### config.mk
export PLATFORM = sky130hd
export DESIGN_NAME = fifo_flush_drain
export DESIGN_NICKNAME = d
export VERILOG_FILES = /design/src/rtl/fifo_flush_drain.sv
export SDC_FILE = /design/constraint.sdc
export NUM_CORES = 1
export LEC_CHECK = 0
export BUFFER_PORTS_ARGS = -buffer_cell sky130_fd_sc_hd__buf_2
export CAP_MARGIN = 20
export CELL_PAD_IN_SITES_DETAIL_PLACEMENT = 1
export CELL_PAD_IN_SITES_GLOBAL_PLACEMENT = 2
export CORE_ASPECT_RATIO = 1.75
export CORE_MARGIN = 4
export CORE_UTILIZATION = 35
export CTS_BUF_LIST = sky130_fd_sc_hd__clkbuf_2 sky130_fd_sc_hd__clkbuf_4 sky130_fd_sc_hd__clkbuf_8
export CTS_CLUSTER_SIZE = 10
export DETAILED_ROUTE_END_ITERATION = 7
export GPL_TIMING_DRIVEN = 1
export HOLD_SLACK_MARGIN = 0.15
export PLACE_DENSITY = 0.92
export SYNTH_ARGS = -nofsm -noshare
export SYNTH_HDL_FRONTEND = slang
export SYNTH_SLANG_ARGS = --single-unit
### constraint.sdc
create_clock -name clk -period 1.9 [get_ports clk]
set_input_delay 0.19 -clock clk [delete_from_list [all_inputs] [get_ports clk]]
set_output_delay 0.19 -clock clk [all_outputs]
set_load 0.01 [all_outputs]
### src/rtl/fifo_flush_drain.sv
// rtl/fifo_flush_drain.sv - flush-word reader that serializes the captured word into nibbles
// Optional trailing-pad strip: define FIFO_FLUSH_DRAIN_PAD_STRIP_EN.
module fifo_flush_drain #(
    parameter int               NIB_W        = 4,
    parameter int               NIBBLES      = 8,
    parameter logic [NIB_W-1:0] PAD_NIBBLE   = 4'hC,
    parameter int               FLUSH_CYCLES = 2,
    parameter int               TIMEOUT      = 15
) (
    input  logic                     clk,
    input  logic                     reset,
    input  logic                     start_i,
    input  logic                     empty_i,
    output logic                     flush_o,
    input  logic                     word_valid_i,
    input  logic [NIB_W*NIBBLES-1:0] word_i,
    output logic                     nib_valid_o,
    output logic [NIB_W-1:0]         nib_data_o,
    input  logic                     nib_ready_i,
    output logic                     busy_o,
    output logic                     done_o,
    output logic                     timeout_o,
    output logic [3:0]               nib_count_o
);

    localparam int W  = NIB_W * NIBBLES;
    localparam int TW = $clog2(TIMEOUT + 1);
    localparam int FW = $clog2(FLUSH_CYCLES + 1);

    localparam logic [2:0] IDLE  = 3'd0;
    localparam logic [2:0] REQ   = 3'd1;
    localparam logic [2:0] WAIT  = 3'd2;
    localparam logic [2:0] SHIFT = 3'd3;
    localparam logic [2:0] DONE  = 3'd4;

    logic [2:0]    state;
    logic [FW-1:0] flush_cnt;
    logic [TW-1:0] tcnt;
    logic [W-1:0]  word_q;
    logic [W-1:0]  word_shifted;
    logic [3:0]    idx;
    logic [3:0]    len_q;
    logic [3:0]    cap_len;
    logic          timeout_q;

`ifdef FIFO_FLUSH_DRAIN_PAD_STRIP_EN
    logic pad_run;

    // Walk down from the top slot; the first non-pad nibble ends the strippable run.
    always_comb begin
        cap_len = 4'(NIBBLES);
        pad_run = 1'b1;
        for (int k = NIBBLES - 1; k >= 0; k--) begin
            if (pad_run && word_i[k*NIB_W +: NIB_W] == PAD_NIBBLE) begin
                cap_len = cap_len - 4'd1;
            end else begin
                pad_run = 1'b0;
            end
        end
    end
`else
    assign cap_len = 4'(NIBBLES);
`endif

    assign word_shifted = word_q >> (NIB_W * idx);

    assign flush_o     = (state == REQ);
    assign nib_valid_o = (state == SHIFT);
    assign nib_data_o  = (state == SHIFT) ? word_shifted[NIB_W-1:0] : '0;
    assign busy_o      = (state != IDLE);
    assign done_o      = (state == DONE);
    assign timeout_o   = (state == DONE) && timeout_q;

    always_ff @(posedge clk or negedge reset) begin
        if (!reset) begin
            state       <= IDLE;
            flush_cnt   <= '0;
            tcnt        <= '0;
            word_q      <= '0;
            idx         <= '0;
            len_q       <= '0;
            timeout_q   <= 1'b0;
            nib_count_o <= '0;
        end else begin
            case (state)
                IDLE: begin
                    timeout_q <= 1'b0;
                    if (start_i) begin
                        nib_count_o <= '0;
                        idx         <= '0;
                        tcnt        <= '0;
                        flush_cnt   <= FW'(FLUSH_CYCLES);
                        state       <= empty_i ? DONE : REQ;
                    end
                end
                REQ, WAIT: begin
                    if (word_valid_i) begin
                        // A returned word wins over both the flush count and the timeout.
                        word_q <= word_i;
                        len_q  <= cap_len;
                        idx    <= '0;
                        state  <= (cap_len == 4'd0) ? DONE : SHIFT;
                    end else if (state == REQ) begin
                        if (flush_cnt <= FW'(1)) begin
                            tcnt  <= '0;
                            state <= WAIT;
                        end else begin
                            flush_cnt <= flush_cnt - 1'b1;
                        end
                    end else begin
                        if (tcnt != TW'(TIMEOUT)) begin
                            tcnt <= tcnt + 1'b1;
                        end
                        if (tcnt >= TW'(TIMEOUT - 1)) begin
                            timeout_q <= 1'b1;
                            state     <= DONE;
                        end
                    end
                end
                SHIFT: begin
                    if (nib_ready_i) begin
                        if (idx != 4'hF) begin
                            idx <= idx + 4'd1;
                        end
                        if (nib_count_o != 4'hF) begin
                            nib_count_o <= nib_count_o + 4'd1;
                        end
                        if (idx == len_q - 4'd1) begin
                            state <= DONE;
                        end
                    end
                end
                DONE: begin
                    state <= IDLE;
                end
                default: begin
                    state <= IDLE;
                end
            endcase
        end
    end

endmodule
# Word-level counts from Yosys, hierarchy flattened
# Index checks and enable logic that the tools add are counted.
[word_totals] register_bits=51 in_bits=38 output_inout_bits=13 elab_cells=85
[op_classes] add_sub_neg=5 order_cmp=2 eq_ne=23 shift=1 muxes=32 reduce_logical=14
[op_table] operator="4-bit 2-to-1 mux" count=11
[op_table] operator="32-bit by 6-bit right shift with 4-bit output" count=1
[op_table] operator="3-bit 2-to-1 mux" count=8
[op_table] operator="4-bit inequality test (second input constant)" count=5
[op_table] operator="5-bit AND reduction" count=4
[op_table] operator="4-bit case mux with 2 select lines" count=2
[op_table] operator="2-bit inequality test (second input constant)" count=7
[op_table] operator="4-bit by 1-bit adder with 4-bit output (second input constant)" count=3
[op_table] operator="4-bit case mux with 3 select lines" count=1
[op_table] operator="3-bit case mux with 3 select lines" count=1
[op_table] operator="2-bit 2-to-1 mux" count=4
[op_table] operator="2-bit by 1-bit inequality test with 1-bit output (second input constant)" count=4
[op_table] operator="4-bit AND reduction" count=2
[op_table] operator="3-bit by 2-bit == test with 1-bit output (second input constant)" count=2
[op_table] operator="3-bit inequality test (second input constant)" count=2
[op_table] operator="3-bit nonzero test" count=2
[op_table] operator="4-bit == test" count=1
[op_table] operator="4-bit >= comparator (second input constant)" count=1
[op_table] operator="2-bit case mux with 2 select lines" count=1
[op_table] operator="2-bit nonzero test" count=2
[op_table] operator="4-bit by 1-bit subtractor with 4-bit output (second input constant)" count=1
[op_table] operator="3-bit by 1-bit == test with 1-bit output (second input constant)" count=1
[op_table] operator="3-bit == test (second input constant)" count=1
[op_table] operator="3-bit zero test" count=1
[op_table] operator="other kinds (7)" count=9

# Logic depth before layout (Yosys ltp)
# Gate-level depths: netlist (run 1).
[logic_depth] depth_word=5 ltp_mapped=6 mapped_depth_nobuf=6

# Worst setup path before layout (run 1)
# Ideal clock, no wire load.
[synth_path] path_kind="register to register" from="register nib_count_o[0]" to="register nib_count_o[0]" setup_ns=0.118 t_arrival_ns=1.506 t_required_ns=1.782 path_slack_ns=0.276 stages_incl_launch_ff=6 n_path_buf=0 period_less_slack_ns=1.624 path_cell_list="dfrtp_1 ha_1 nand3_1 a21oi_1 or4_4 a21o_1"
[synth_between] elab_chain_len=4 word_cells_on_any_way=7 classes_between="add/sub (1); eq/ne (2); mux (3); reduce/logical (1)"
[synth_rtl] item="start: declaration" line="23" rtl="output logic [3:0] nib_count_o"
[synth_rtl] item="start signal: assignment" line="126" rtl="nib_count_o <= nib_count_o + 4'd1;"
[synth_rtl] item="4-bit by 1-bit adder with 4-bit output" line="126"
[synth_rtl] item="4-bit 2-to-1 mux" line="125" rtl="if (nib_count_o != 4'hF) begin"
[synth_rtl] item="4-bit 2-to-1 mux" line="121" rtl="if (nib_ready_i) begin"
[synth_rtl] item="4-bit case mux with 2 select lines" line="85" rtl="case (state)"
# Several ways; a longest one is shown, not always the timed one. The select of a mux whose other input is x is not followed.
# A chain may end at the register's enable or synchronous reset.

# Final worst setup path (run 1)
[layout_path] from="register idx[0]" to="output port nib_data_o[0]"
[layout_between] elab_chain_len=2
[layout_rtl] item="start: declaration" line="41" rtl="logic [3:0] idx;"
[layout_rtl] item="start signal: assignment" line="123" rtl="idx <= idx + 4'd1;"
[layout_rtl] item="32-bit by 6-bit right shift with 4-bit output" line="65" rtl="assign word_shifted = word_q >> (NIB_W * idx);"
[layout_rtl] item="4-bit 2-to-1 mux" line="69" rtl="assign nib_data_o = (state == SHIFT) ? word_shifted[NIB_W-1:0] : '0;"
[layout_rtl] item="end: declaration" line="18" rtl="output logic [NIB_W-1:0] nib_data_o,"
# No other way between the ends.

==> impl_metrics.yaml, run 1 <==
status:
  status: "finished, violations left"
  violations: "negative setup slack"
detailed_routing:
  wl_per_cell_um: 16.1
  via_count: 2382
  drt-total-wl_um: 7440
  first_pass_iters: 4
  drc: 0
  antenna_left: 0
  drt_iter0_drc: 89
  routed_via_density: 5.14
synthesis:
  synthArstFlopShare: 1.00
  syn_area_mm2: 0.00274
  synth-edff-count: 0
  syn-instance-count: 289
  synthFlopType: "dfrtp_1"
  synth_cell_type_count: 51
  syn_nets: 332
  ys_seq_area_frac: 0.465
  ys_ff_latch: 51
  avgSynthCellArea_um2: 9.49
  synth-warning-count: 0
critical_path:
  crit_start: "idx[0]$_DFFE_PN0P_"
  crit_path_max_incr_delay_ns: 0.52
  arrival_ns: 1.81
  crit_slowest_cell: "mux4_2"
  r2r-start: "idx[0]$_DFFE_PN0P_"
  required_ns: 1.71
  cp_cell_sequence: "buf_6 -> mux4_2 -> mux2i_1 -> nor2_1 -> buf_2"
  worstRegToRegCells: 5
  crit_path_start_kind: "flop"
  end_kind: "output pin"
  critPathMaxFanout: 7
  critPathKind: "flop to output pin"
placed_design:
  dp_hpwl_um: 5080
  dp_cells: 422
  dpl_cell_area_mm2: 0.00313
  numPortBuffers: 50
  gp_congestion: 0.745
hold_path:
  hold_path.class: "input pin to flop"
  whs_path_depth: 3
  min-delay-start: "start_i"
pwr:
  power.total_w: 0.00520
  p_leak_nw: 1.78
  intPower_w: 0.00314
  power.density_mw_per_mm2: 1450
  clock_power_share: 0.144
  p_sw_w: 0.00207
  seqPwrFrac: 0.379
  combPwrFrac: 0.477
  peakVddDrop_mv: 0.779
  switching_share: 0.397
layout:
  fin_util: 0.469
  stdcell_count: 463
  antennaDiodeCount: 0
  fin_area_mm2: 0.00358
  multiInputGateArea_mm2: 0.00135
  drive_gt1_frac: 0.243
  fill_cells: 869
  final-seq-area_mm2: 0.00128
  syn2layout_area_growth_pct: 30.4
  final_nets: 418
global_routing:
  grt_pass1_vias: 2613
  grt_usage: 0.172
  grt_pass1_wl_um: 12700
  grt-ovfl-total: 0
  antenna_found_initial: 0
  grt_max_degree: 52
floorplanning:
  die_w_um: 74.9
  io_pins: 51
  dieArea_mm2: 0.00938
  die_h_um: 125
  initial_core_util: 0.360
  num_rows: 42
  core_area_mm2: 0.00762
timing:
  rsz0062_at_grt: "yes"
  finClkSkew_ns: 0.00606
  fin_crit_sh: 1.05
  hold_viol_final: 0
  maxSlewHeadroom: 0.745
  setup_ws_ns: -0.101
  worst_slew_pin_slew_ns: 0.383
  fmax_mhz: 500
  layout_min_cycle_time_ns: 2.00
  setup_violations: 4
  slew_viol_final: 0
clocking:
  cts-root-buf: "clkbuf_8"
  clk_path_buf_depth: 2
  numCtsBuffers: 5
  cts_tree: "yes"
  clk_pin_slew_ns: 0.09
  ctsHtreeMaxLevel: 2
  clock_latency_ns: 0.31
  clock_sinks: 51
run:
  max_cap_viol_count: 0
## critical path: cells and delay by family, from the launching register on
| kind | cells | cell delay [ns] |
|---|---|---|
| buffers and inverters | 2 | 0.33 |
| DFF | 1 | 0.42 |
| muxes | 2 | 0.68 |
| and+or+nand+nor | 1 | 0.09 |
## power by group through the flow
stage	clock, W	sequential (W)	combinational [W]
after global placement	0	0.00195	0.00235
after CTS	0.000784	0.00196	0.00250
after floorplan	0	0.00182	0.00184
after global routing	0.000830	0.00204	0.00277
after detailed placement	0	0.00198	0.00243
final	0.000751	0.00197	0.00248
## path summary, 6_finish.rpt
kind                                                  to  slack [ns]
min in group asynchronous         word_q[23]$_DFFE_PN0P_        0.39
worst min register to register     word_q[0]$_DFFE_PN0P_        0.48
worst max-delay path                       nib_data_o[0]       -0.10
worst min-delay path            flush_cnt[1]$_DFFE_PN0P_        0.23
worst max register to register        idx[0]$_DFFE_PN0P_        0.14
max in group asynchronous           state[0]$_DFFE_PN0P_        1.25
## per-layer routing
metal	share of wire	global-route usage
met1	0.38	0.198
met2	0.56	0.311
met3	0.036	0.0305
met4	0.021	0.0482
met5	0	0
## synth_stat cells (3+ instances only)
cell / instances / area share
a21o_1: 5 / 0.014
a21oi_1: 3 / 0.0055
and2_1: 3 / 0.0068
buf_4: 7 / 0.019
clkbuf_1: 8 / 0.011
dfrtp_1: 51 / 0.47
ha_1: 5 / 0.023
inv_1: 7 / 0.0096
mux2_4: 4 / 0.022
mux2i_1: 9 / 0.033
mux4_2: 8 / 0.066
nand2_1: 101 / 0.14
nand3_1: 9 / 0.016
nand3b_1: 3 / 0.0082
nor2_1: 16 / 0.022
nor3b_1: 3 / 0.0082
o21ai_0: 6 / 0.011
## registers in the layout (all words and copies together), names as in the netlist
signal       flops
timeout_q        1
idx              4
state            3
word_q          32
nib_count_o      4
flush_cnt        2
tcnt             4
len_q            1
## logic make-up after synthesis
family,count (synthesis),synth area share
AND/OR/NAND/NOR,153,0.248
flip-flops,51,0.465
AO/OA/AOI/OAI,32,0.0880
buffers and inverters,24,0.0456
multiplexers,22,0.124
adder cells (fa/ha/maj),5,0.0228
XOR/XNOR,2,0.00639
## placed cells by master, fill, tap and decap left out, drive strengths merged, types with 7 or more instances in the layout
master,count
o21ai,7
dfrtp,51
nand3,9
nor2,17
inv,7
nand2,101
mux2i,9
buf,63
mux4,8
dlygate4sd3,33
## final cells by class
type                            instances  share of cell area
Sequential cell                        51               0.357
Tap cell                               88              0.0308
Clock buffer                            5              0.0192
Multi-Input combinational cell        214               0.377
Timing Repair Buffer                   96               0.198
Clock inverter                          2              0.0105
Inverter                                7             0.00735
## repair_timing
| item | CTS | global route |
|---|---|---|
| pin swaps | 0 | 1 |
| hold buffers | 33 | 0 |
| hold endpoints to repair | 83 | 0 |
| setup buffers | 0 | 1 |
| endpoints found under the setup margin | 4 | 38 |
| gates resized for setup | 1 | 2 |
## per-stage QoR
stage	hold WS (ns)	setup TNS (ns)	setup WS [ns]
floorplan	-0.106	0	0.276
global placement	0.204	0	0.181
detailed placement	0.210	0	0.120
CTS	0.216	-0.428	-0.126
global route	0.271	-0.673	-0.177
finish	0.228	-0.328	-0.101
Power figures use the tool's default switching activity.
==> inputs of run 2 (changes only) <==
--- a/config.mk
+++ b/config.mk
@@ -18,6 +18,7 @@
 export GPL_TIMING_DRIVEN = 1
 export HOLD_SLACK_MARGIN = 0.15
 export PLACE_DENSITY = 0.92
+export SETUP_SLACK_MARGIN = 0.1
 export SYNTH_ARGS = -nofsm -noshare
 export SYNTH_HDL_FRONTEND = slang
 export SYNTH_SLANG_ARGS = --single-unit
==> run 2 against run 1 <==
The run still ends with negative setup slack left. Critical path depth unchanged. Power increased by 1.0%. Clock skew about the same. Fmax about the same. Clock power about the same. Global-route usage unchanged. Register-to-register slack about the same. Core utilization increased by 0.30 points. Setup slack about the same. Worst hold slack got worse by 0.00091 ns.
==> impl_metrics.yaml, run 2 (synthesized netlist as in run 1, its figures left out) <==
status:
  status: "finished, violations left"
  violations: "negative setup slack"
critical_path:
  crit_slowest_cell: "mux4_2"
  crit_path_start_kind: "flop"
  crit_family: "multiplexers"
  critPathMaxFanout: 7
  required_ns: 1.71
  end_kind: "output pin"
  critPathKind: "flop to output pin"
  cp_cell_sequence: "buf_6 -> mux4_2 -> mux2i_1 -> nor2_1 -> buf_2"
  arrival_ns: 1.81
  crit_path_max_incr_delay_ns: 0.52
  path_buf_inv: 2
pwr:
  power.total_w: 0.00525
  p_leak_nw: 1.80
  power.density_mw_per_mm2: 1460
  peakVddDrop_mv: 0.779
detailed_routing:
  routed_via_density: 5.15
  first_pass_iters: 4
  via_count: 2402
  drt-total-wl_um: 7480
  antenna_left: 0
  drc: 0
  drt_iter0_drc: 88
  wl_per_cell_um: 16.1
placed_design:
  dp_cells: 422
  dp_hpwl_um: 5080
  dpl_cell_area_mm2: 0.00313
  gp_congestion: 0.745
  numPortBuffers: 50
layout:
  final_cell_mix: "101 x nand2_1, 50 x buf_2, 49 x dfrtp_1"
  fill_cells: 869
  drive_gt1_frac: 0.249
  largest_reg_flops: 32
  final-seq-area_mm2: 0.00128
  multiInputGateArea_mm2: 0.00135
  fin_area_mm2: 0.00360
  syn2layout_area_growth_pct: 31.2
  stdcell_count: 466
  final_nets: 421
  top_register: "word_q"
  antennaDiodeCount: 0
  layout.cells.most_common: "nand2_1"
timing:
  rsz0062_at_grt: "yes"
  layout_min_cycle_time_ns: 2.00
  worst_slew_pin_slew_ns: 0.383
  whs_ns: 0.227
  setup_ws_ns: -0.101
  fin_crit_sh: 1.05
  finClkSkew_ns: 0.00569
  fmax_mhz: 500
  slew_viol_final: 0
  maxSlewHeadroom: 0.745
  hold_viol_final: 0
  setup_violations: 4
floorplanning:
  initial_core_util: 0.360
  dieArea_mm2: 0.00938
  die_h_um: 125
  num_rows: 42
  core_area_mm2: 0.00762
  io_pins: 51
  die_w_um: 74.9
clocking:
  clk_path_buf_depth: 2
  cts-root-buf: "clkbuf_8"
  clock_sinks: 51
  clk_pin_slew_ns: 0.09
  numCtsBuffers: 5
  ctsHtreeMaxLevel: 2
  clock_latency_ns: 0.31
  cts_tree: "yes"
hold_path:
  hold_path.class: "input pin to flop"
global_routing:
  antenna_found_initial: 0
  grt_pass1_wl_um: 12700
  grt_max_degree: 52
  grt_pass1_vias: 2613
  grt-ovfl-total: 0
  grt_usage: 0.172
run:
  max_cap_viol_count: 0
## run 2: changes by cell type in the layout (fill, tap and decap cells not counted), sizes merged
cell and change:
buf +3
## run 2: worst reg2reg max path, cell delays in order, from the launching register on
cell,delay (ns)
dfrtp_1,0.43
buf_4,0.15
ha_1,0.23
and3_1,0.20
a211o_1,0.36
mux2_4,0.27
## run 2: power by group
group          leakage, nW  switching [W]  total, W  internal [W]
sequential           0.642       0.000377   0.00194       0.00156
clock               0.0502       0.000366  0.000752      0.000385
combinational         1.11        0.00134   0.00256       0.00123
total                 1.80        0.00208   0.00525       0.00317
## run 2: layout make-up
class                      instances  share of cell area
multi-input combinational        214               0.375
sequential                        51               0.355
timing repair buffer              99               0.203
tap                               88              0.0306
clock buffer                       5              0.0191
clock inverter                     2              0.0104
inverter                           7             0.00730
## run 2: through the flow
| stage | utilization | setup WS, ns | setup TNS, ns |
|---|---|---|---|
| 2_1_floorplan | - | 0.276 | 0 |
| 3_3_place_gp | 0.410 | 0.181 | 0 |
| 3_5_place_dp | 0.410 | 0.120 | 0 |
| 4_1_cts | 0.468 | -0.126 | -0.428 |
| 5_1_grt | 0.472 | -0.177 | -0.673 |
| 6_report | 0.472 | -0.101 | -0.337 |
## run 2: layer usage
layer,wire [um],track usage,vias up,share of wire
li1,-,-,1155,-
met1,2840,0.198,1188,0.38
met2,4210,0.311,47,0.56
met3,268,0.0305,12,0.036
met4,155,0.0482,0,0.021
met5,0,0,-,0
## run 2: worst paths after layout
check	start	to	slack, ns	cells past startpoint
setup / recovery	idx[0]$_DFFE_PN0P_	nib_data_o[0]	-0.10	5
hold / removal	start_i	flush_cnt[1]$_DFFE_PN0P_	0.23	3
setup reg to reg	idx[0]$_DFFE_PN0P_	idx[0]$_DFFE_PN0P_	0.14	5
hold reg to reg	word_q[0]$_DFFE_PN0P_	word_q[0]$_DFFE_PN0P_	0.48	2
max in group asynchronous	reset	state[1]$_DFFE_PN0P_	1.25	3
min in group asynchronous	reset	word_q[23]$_DFFE_PN0P_	0.39	3
## run 2: what timing repair did
| action | CTS | global route |
|---|---|---|
| setup buffers | 0 | 4 |
| pin swaps | 0 | 1 |
| gates resized for setup | 3 | 1 |
| hold endpoints to repair | 83 | 0 |
| hold buffers | 33 | 0 |
| endpoints found under the setup margin | 8 | 13 |
